[config.mk]
export PLATFORM = sky130hd
export DESIGN_NAME = risc_spm_ctrl
export DESIGN_NICKNAME = d
export VERILOG_FILES = /design/src/rtl/risc_spm_pkg.sv /design/src/rtl/risc_spm_ctrl.sv
export SDC_FILE = /design/constraint.sdc
export NUM_CORES = 1
export LEC_CHECK = 0
export CAP_MARGIN = 20
export CORE_UTILIZATION = 43
export DETAILED_ROUTE_END_ITERATION = 10
export HOLD_SLACK_MARGIN = 0.03
export PLACE_DENSITY = 0.87
export SLEW_MARGIN = 10
export SYNTH_ARGS = -nofsm -noshare
export SYNTH_HDL_FRONTEND = slang
export SYNTH_SLANG_ARGS = --single-unit
[constraint.sdc]
create_clock -name clk -period 4.47 [get_ports clk]
set_clock_uncertainty 0.05 [all_clocks]
set_input_delay 0.894 -clock clk [delete_from_list [all_inputs] [get_ports clk]]
set_output_delay 0.894 -clock clk [all_outputs]
set_load 0.01 [all_outputs]
[src/rtl/risc_spm_pkg.sv]
// Shared definitions for the RISC_SPM control unit: controller states,
// instruction opcodes and the bus source select encodings.
package risc_spm_pkg;

    // Controller states; IDLE is the reset state.
    typedef enum logic [3:0] {
        S_IDLE = 4'd0,
        S_FET1 = 4'd1,
        S_FET2 = 4'd2,
        S_DEC  = 4'd3,
        S_EX1  = 4'd4,
        S_RD1  = 4'd5,
        S_RD2  = 4'd6,
        S_WR1  = 4'd7,
        S_WR2  = 4'd8,
        S_BR1  = 4'd9,
        S_BR2  = 4'd10,
        S_HALT = 4'd11
    } state_t;

    // Instruction opcodes carried in instr[7:4]; 9..15 are illegal.
    typedef enum logic [3:0] {
        OP_NOP = 4'd0,
        OP_ADD = 4'd1,
        OP_SUB = 4'd2,
        OP_AND = 4'd3,
        OP_NOT = 4'd4,
        OP_RD  = 4'd5,
        OP_WR  = 4'd6,
        OP_BR  = 4'd7,
        OP_BRZ = 4'd8
    } opcode_t;

    // Bus_1 source selects.
    localparam logic [2:0] SEL1_R0 = 3'd0;
    localparam logic [2:0] SEL1_R1 = 3'd1;
    localparam logic [2:0] SEL1_R2 = 3'd2;
    localparam logic [2:0] SEL1_R3 = 3'd3;
    localparam logic [2:0] SEL1_PC = 3'd4;

    // Bus_2 source selects.
    localparam logic [1:0] SEL2_ALU  = 2'd0;
    localparam logic [1:0] SEL2_BUS1 = 2'd1;
    localparam logic [1:0] SEL2_MEM  = 2'd2;

    // Bus_1 select for a register field of the instruction.
    function automatic logic [2:0] reg_sel(input logic [1:0] r);
        return {1'b0, r};
    endfunction

    // One-hot register load enable for a register field.
    function automatic logic [3:0] reg_onehot(input logic [1:0] r);
        return 4'b0001 << r;
    endfunction

endpackage

[src/rtl/risc_spm_ctrl.sv]
// RISC_SPM control unit: a state register plus a combinational decode that
// produces the datapath strobes from the current state, instruction and zero flag.
module risc_spm_ctrl
    import risc_spm_pkg::*;
(
    input  logic       clk,
    input  logic       rst_n,
    input  logic [7:0] instr,
    input  logic       zflag,
    output logic [3:0] load_r,
    output logic       load_pc,
    output logic       inc_pc,
    output logic [2:0] sel_bus1,
    output logic [1:0] sel_bus2,
    output logic       load_ir,
    output logic       load_add_r,
    output logic       load_reg_y,
    output logic       load_reg_z,
    output logic       mem_write,
    output logic       halted
);

    state_t     state;
    state_t     next_state;
    logic [3:0] opcode;
    logic [1:0] src;
    logic [1:0] dest;

    assign opcode = instr[7:4];
    assign src    = instr[3:2];
    assign dest   = instr[1:0];

    // State register; reset drops straight to IDLE so every strobe clears at once.
    always_ff @(posedge clk or negedge rst_n) begin
        if (!rst_n) begin
            state <= S_IDLE;
        end else begin
            state <= next_state;
        end
    end

    // Next-state and strobe decode; everything idles at 0 unless the state drives it.
    always_comb begin
        next_state = state;
        load_r     = 4'b0000;
        load_pc    = 1'b0;
        inc_pc     = 1'b0;
        sel_bus1   = SEL1_R0;
        sel_bus2   = SEL2_ALU;
        load_ir    = 1'b0;
        load_add_r = 1'b0;
        load_reg_y = 1'b0;
        load_reg_z = 1'b0;
        mem_write  = 1'b0;
        halted     = 1'b0;

        case (state)
            S_IDLE: begin
                next_state = S_FET1;
            end

            S_FET1: begin
                sel_bus1   = SEL1_PC;
                load_add_r = 1'b1;
                inc_pc     = 1'b1;
                next_state = S_FET2;
            end

            S_FET2: begin
                sel_bus2   = SEL2_MEM;
                load_ir    = 1'b1;
                next_state = S_DEC;
            end

            S_DEC: begin
                case (opcode)
                    OP_NOP: begin
                        next_state = S_FET1;
                    end
                    OP_ADD, OP_SUB, OP_AND: begin
                        sel_bus1   = reg_sel(src);
                        load_reg_y = 1'b1;
                        next_state = S_EX1;
                    end
                    OP_NOT: begin
                        sel_bus1   = reg_sel(src);
                        sel_bus2   = SEL2_ALU;
                        load_reg_z = 1'b1;
                        load_r     = reg_onehot(dest);
                        next_state = S_FET1;
                    end
                    OP_RD: begin
                        sel_bus1   = SEL1_PC;
                        load_add_r = 1'b1;
                        inc_pc     = 1'b1;
                        next_state = S_RD1;
                    end
                    OP_WR: begin
                        sel_bus1   = SEL1_PC;
                        load_add_r = 1'b1;
                        inc_pc     = 1'b1;
                        next_state = S_WR1;
                    end
                    OP_BR: begin
                        sel_bus1   = SEL1_PC;
                        load_add_r = 1'b1;
                        next_state = S_BR1;
                    end
                    OP_BRZ: begin
                        if (zflag) begin
                            sel_bus1   = SEL1_PC;
                            load_add_r = 1'b1;
                            next_state = S_BR1;
                        end else begin
                            inc_pc     = 1'b1;
                            next_state = S_FET1;
                        end
                    end
                    default: begin
                        next_state = S_HALT;
                    end
                endcase
            end

            S_EX1: begin
                sel_bus1   = reg_sel(dest);
                sel_bus2   = SEL2_ALU;
                load_reg_z = 1'b1;
                load_r     = reg_onehot(dest);
                next_state = S_FET1;
            end

            S_RD1: begin
                sel_bus2   = SEL2_MEM;
                load_add_r = 1'b1;
                next_state = S_RD2;
            end

            S_RD2: begin
                sel_bus2   = SEL2_MEM;
                load_r     = reg_onehot(dest);
                next_state = S_FET1;
            end

            S_WR1: begin
                sel_bus2   = SEL2_MEM;
                load_add_r = 1'b1;
                next_state = S_WR2;
            end

            S_WR2: begin
                sel_bus1   = reg_sel(src);
                mem_write  = 1'b1;
                next_state = S_FET1;
            end

            S_BR1: begin
                sel_bus2   = SEL2_MEM;
                load_add_r = 1'b1;
                next_state = S_BR2;
            end

            S_BR2: begin
                sel_bus2   = SEL2_MEM;
                load_pc    = 1'b1;
                next_state = S_FET1;
            end

            S_HALT: begin
                halted     = 1'b1;
                next_state = S_HALT;
            end

            default: begin
                next_state = S_IDLE;
            end
        endcase
    end

endmodule

==> out/metrics.yaml, run 1 <==
status:
  status: "finished clean"
clock_tree:
  tritoncts: "yes"
  cts.htree.levels: 1
  ctsHoldBuffers: 0
  clk_latency_ns: 0.23
  numCtsBuffers: 3
  clk_pin_slew_worst_paths_ns: 0.04
  postCtsSetupRepairBufs: 0
  cts_max_path_buffers: 2
  cts_sinks: 4
  cts_repair_resize_count: 0
  clockRootBuffer: "clkbuf_4"
flow_run:
  cap_violations: 0
global_routing:
  grt_antenna_before_repair: 0
  first_global_vias: 587
  grt_remaining_overflow: 0
  grt_max_degree: 19
  grt_first_pass_wirelength_um: 2456
  gr-usage-all-layers_pct: 22.42
pwr:
  vdd_drop_max_v: 0.0002799
  total_power_w: 0.0004393
  cellLeakagePower_nw: 0.3121
  cellPowerDensity_nw_per_um2: 514.8
floorplanning:
  core_region_area_um2: 1318
  die_area_um2: 1581
  placementRows: 13
  io_pins: 28
  die_width_um: 39.76
  die_height_um: 39.76
  initial_utilization_pct: 46.53
worst_setup_path:
  critical_path_data_arrival_time_ns: 2.92
  setup.worst_path.class: "in2out"
  timing.critical_path.fanout_max: 12
  startpoint_type: "primary input"
  endpoint_kind: "primary output"
  critical_path_required_ns: 3.53
final_layout:
  design.final.nets: 115
  antennaDiodeCount: 0
  reg_top3: "state (4)"
  final_area_um2: 853.3
  max_flop_register: "state"
  mostFrequentLayoutCells: "clkdlybuf4s50_1 (26), nor2_1 (10), a21oi_1 (6)"
  largest_register_ffs: 4
  mostFrequentLayoutCell: "clkdlybuf4s50_1"
  filler_cell_count: 115
  share_of_cells_above_drive_strength_1_pct: 6.863
  area_growth_pct: 39.18
sta:
  worst_slack_ns: 0.6040
  period_needed_ns: 3.866
  worst-slew-pin-transition_ns: 0.5497
  report.final.setup_viol: 0
  timing.setup.tns_ns: 0
  worst_slew_margin_rel_pct: 63.35
  period_share_pct: 86.49
  slew_violations: 0
  report.final.hold_viol_count: 0
  rsz0062_at_grt: "no"
  max_clock_freq_ghz: 0.2587
synthesis:
  post-synth-top-area-fraction_pct: 16.33
  synth_compound_area_share_pct: 29.39
  syn-cell-area_um2: 613.1
  post-synth-top-area-cell: "dfrtp_1"
  synth_top_family_by_area: "simple AND/OR/NAND/NOR gates"
  ys.warnings.count: 0
  synth_top_cells_by_area: "dfrtp_1 (16%), nor2_1 (6.1%), nand2b_1 (5.1%)"
  syn_avg_cell_area_um2: 7.387
  yosys.cell_types.count: 38
  synthAdderAreaFrac_pct: 0
  synthSimpleGateAreaFrac_pct: 39.39
  muxShareOfSynthArea_pct: 1.633
  seq_area_frac_synth_pct: 16.33
  ys_ff_latch: 4
  post_synth_xor_area_fraction_pct: 1.429
  syn_inst: 83
  synthesis.nets: 94
drt:
  totalWireLength_um: 1519
  drc_violation_total_after_the_first_tritonroute_iteration: 33
  drc: 0
  vias_per_cell: 5.949
  first_pass_iters: 4
  antenna_left: 0
  route.vias.total: 696
  post_drt_wl_per_cell_um: 12.98
placed_design:
  routabilityCongestion: 0.8203
  placed_cell_area_um2: 830.8
  place.port_buffers: 26
  hpwl_um: 1171
  post-place-ws_ns: 0.6367
worst_hold_path:
  holdCritPathClass: "reg2reg"
-- Yosys cell counts --
library cell,instances
nor2_1,10
a21oi_1,6
nand2b_1,5
buf_2,4
dfrtp_1,4
nor2b_1,4
nor3_1,4
a22oi_1,3
and3_1,3
o21a_1,3
o21ai_0,3
buf_6,2
clkbuf_1,2
inv_1,2
nand3_1,2
nor2_2,2
nor4_1,2
o31ai_1,2
a211oi_1,1
a221o_1,1
a221oi_1,1
a41oi_1,1
buf_1,1
buf_4,1
conb_1,1
mux2i_1,1
nand2b_4,1
nand4bb_4,1
nor3b_1,1
nor4b_1,1
o21ai_1,1
o21bai_1,1
o31a_1,1
o32a_1,1
o41ai_1,1
or2_0,1
or4b_1,1
xnor2_1,1
-- worst max-delay path: stages --
cell and delay (ns):
clkdlybuf4s50_1 0.69, or4b_1 0.46, o21ai_0 0.11, o21ai_1 0.08
a21oi_1 0.14, clkdlybuf4s50_1 0.55
-- metal layers --
| metal | vias up | share of wire (%) | GRT usage (%) |
|---|---|---|---|
| met2 | 19 | 51 | 33.61 |
| li1 | 344 | - | - |
| met3 | 0 | 2.6 | 3.409 |
| met4 | 0 | 0 | 6.897 |
| met5 | - | 0 | 0 |
| met1 | 333 | 47 | 32.09 |
-- metrics by stage --
stage / utilization (%) / cells / hold WS (ns)
6_report: 64.77 / 117 / 0.7213
4_1_cts: 64.77 / 117 / 0.7215
2_1_floorplan: - / 83 / 0.5484
3_5_place_dp: 63.06 / 114 / 0.7168
3_3_place_gp: 63.06 / 114 / 0.7014
5_1_grt: 64.77 / 117 / 0.7752
-- final cells by class --
cell class	count	area (um2)	share of cell area [%]
Clock buffer	3	22.52	2.639
Multi-Input combinational cell	67	444.2	52.05
Inverter	2	7.507	0.8798
Sequential cell	4	100.1	11.73
Timing Repair Buffer	26	260.3	30.50
Tap cell	15	18.77	2.199
-- path summary, 6_finish.rpt --
path                          start        to  slack, ns  depth (start not counted)
max in group asynchronous     rst_n  state[1]       3.39                          1
min in group asynchronous     rst_n  state[0]       0.81                          1
hold / removal             state[0]  state[0]       0.72                          1
hold reg to reg            state[0]  state[0]       0.72                          1
setup / recovery           instr[7]    inc_pc       0.60                          6
setup reg to reg           state[1]  state[1]       3.09                          3
-- power breakdown --
group / internal, W / switching, W
logic: 0.000164 / 0.000110
registers: 0.0000518 / 0.0000701
clock network: 0.0000300 / 0.0000135
-- cell families (layout without fill, tap and decap cells) --
logic type | after synthesis | after routing
AOI/OAI and AO/OA | 26 | 26
xor gates and xnor gates | 1 | 1
buffers and inverters | 12 | 31
DFF | 4 | 4
muxes | 1 | 1
other | 1 | 1
and+or+nand+nor | 38 | 38
Power figures use the tool's default switching activity.
==> inputs of run 2 (changes only) <==
GPL_ROUTABILITY_DRIVEN = 0   (was unset)
==> results of run 2 <==
Same layout as run 1: the final DEF is identical, and so are final timing and power.
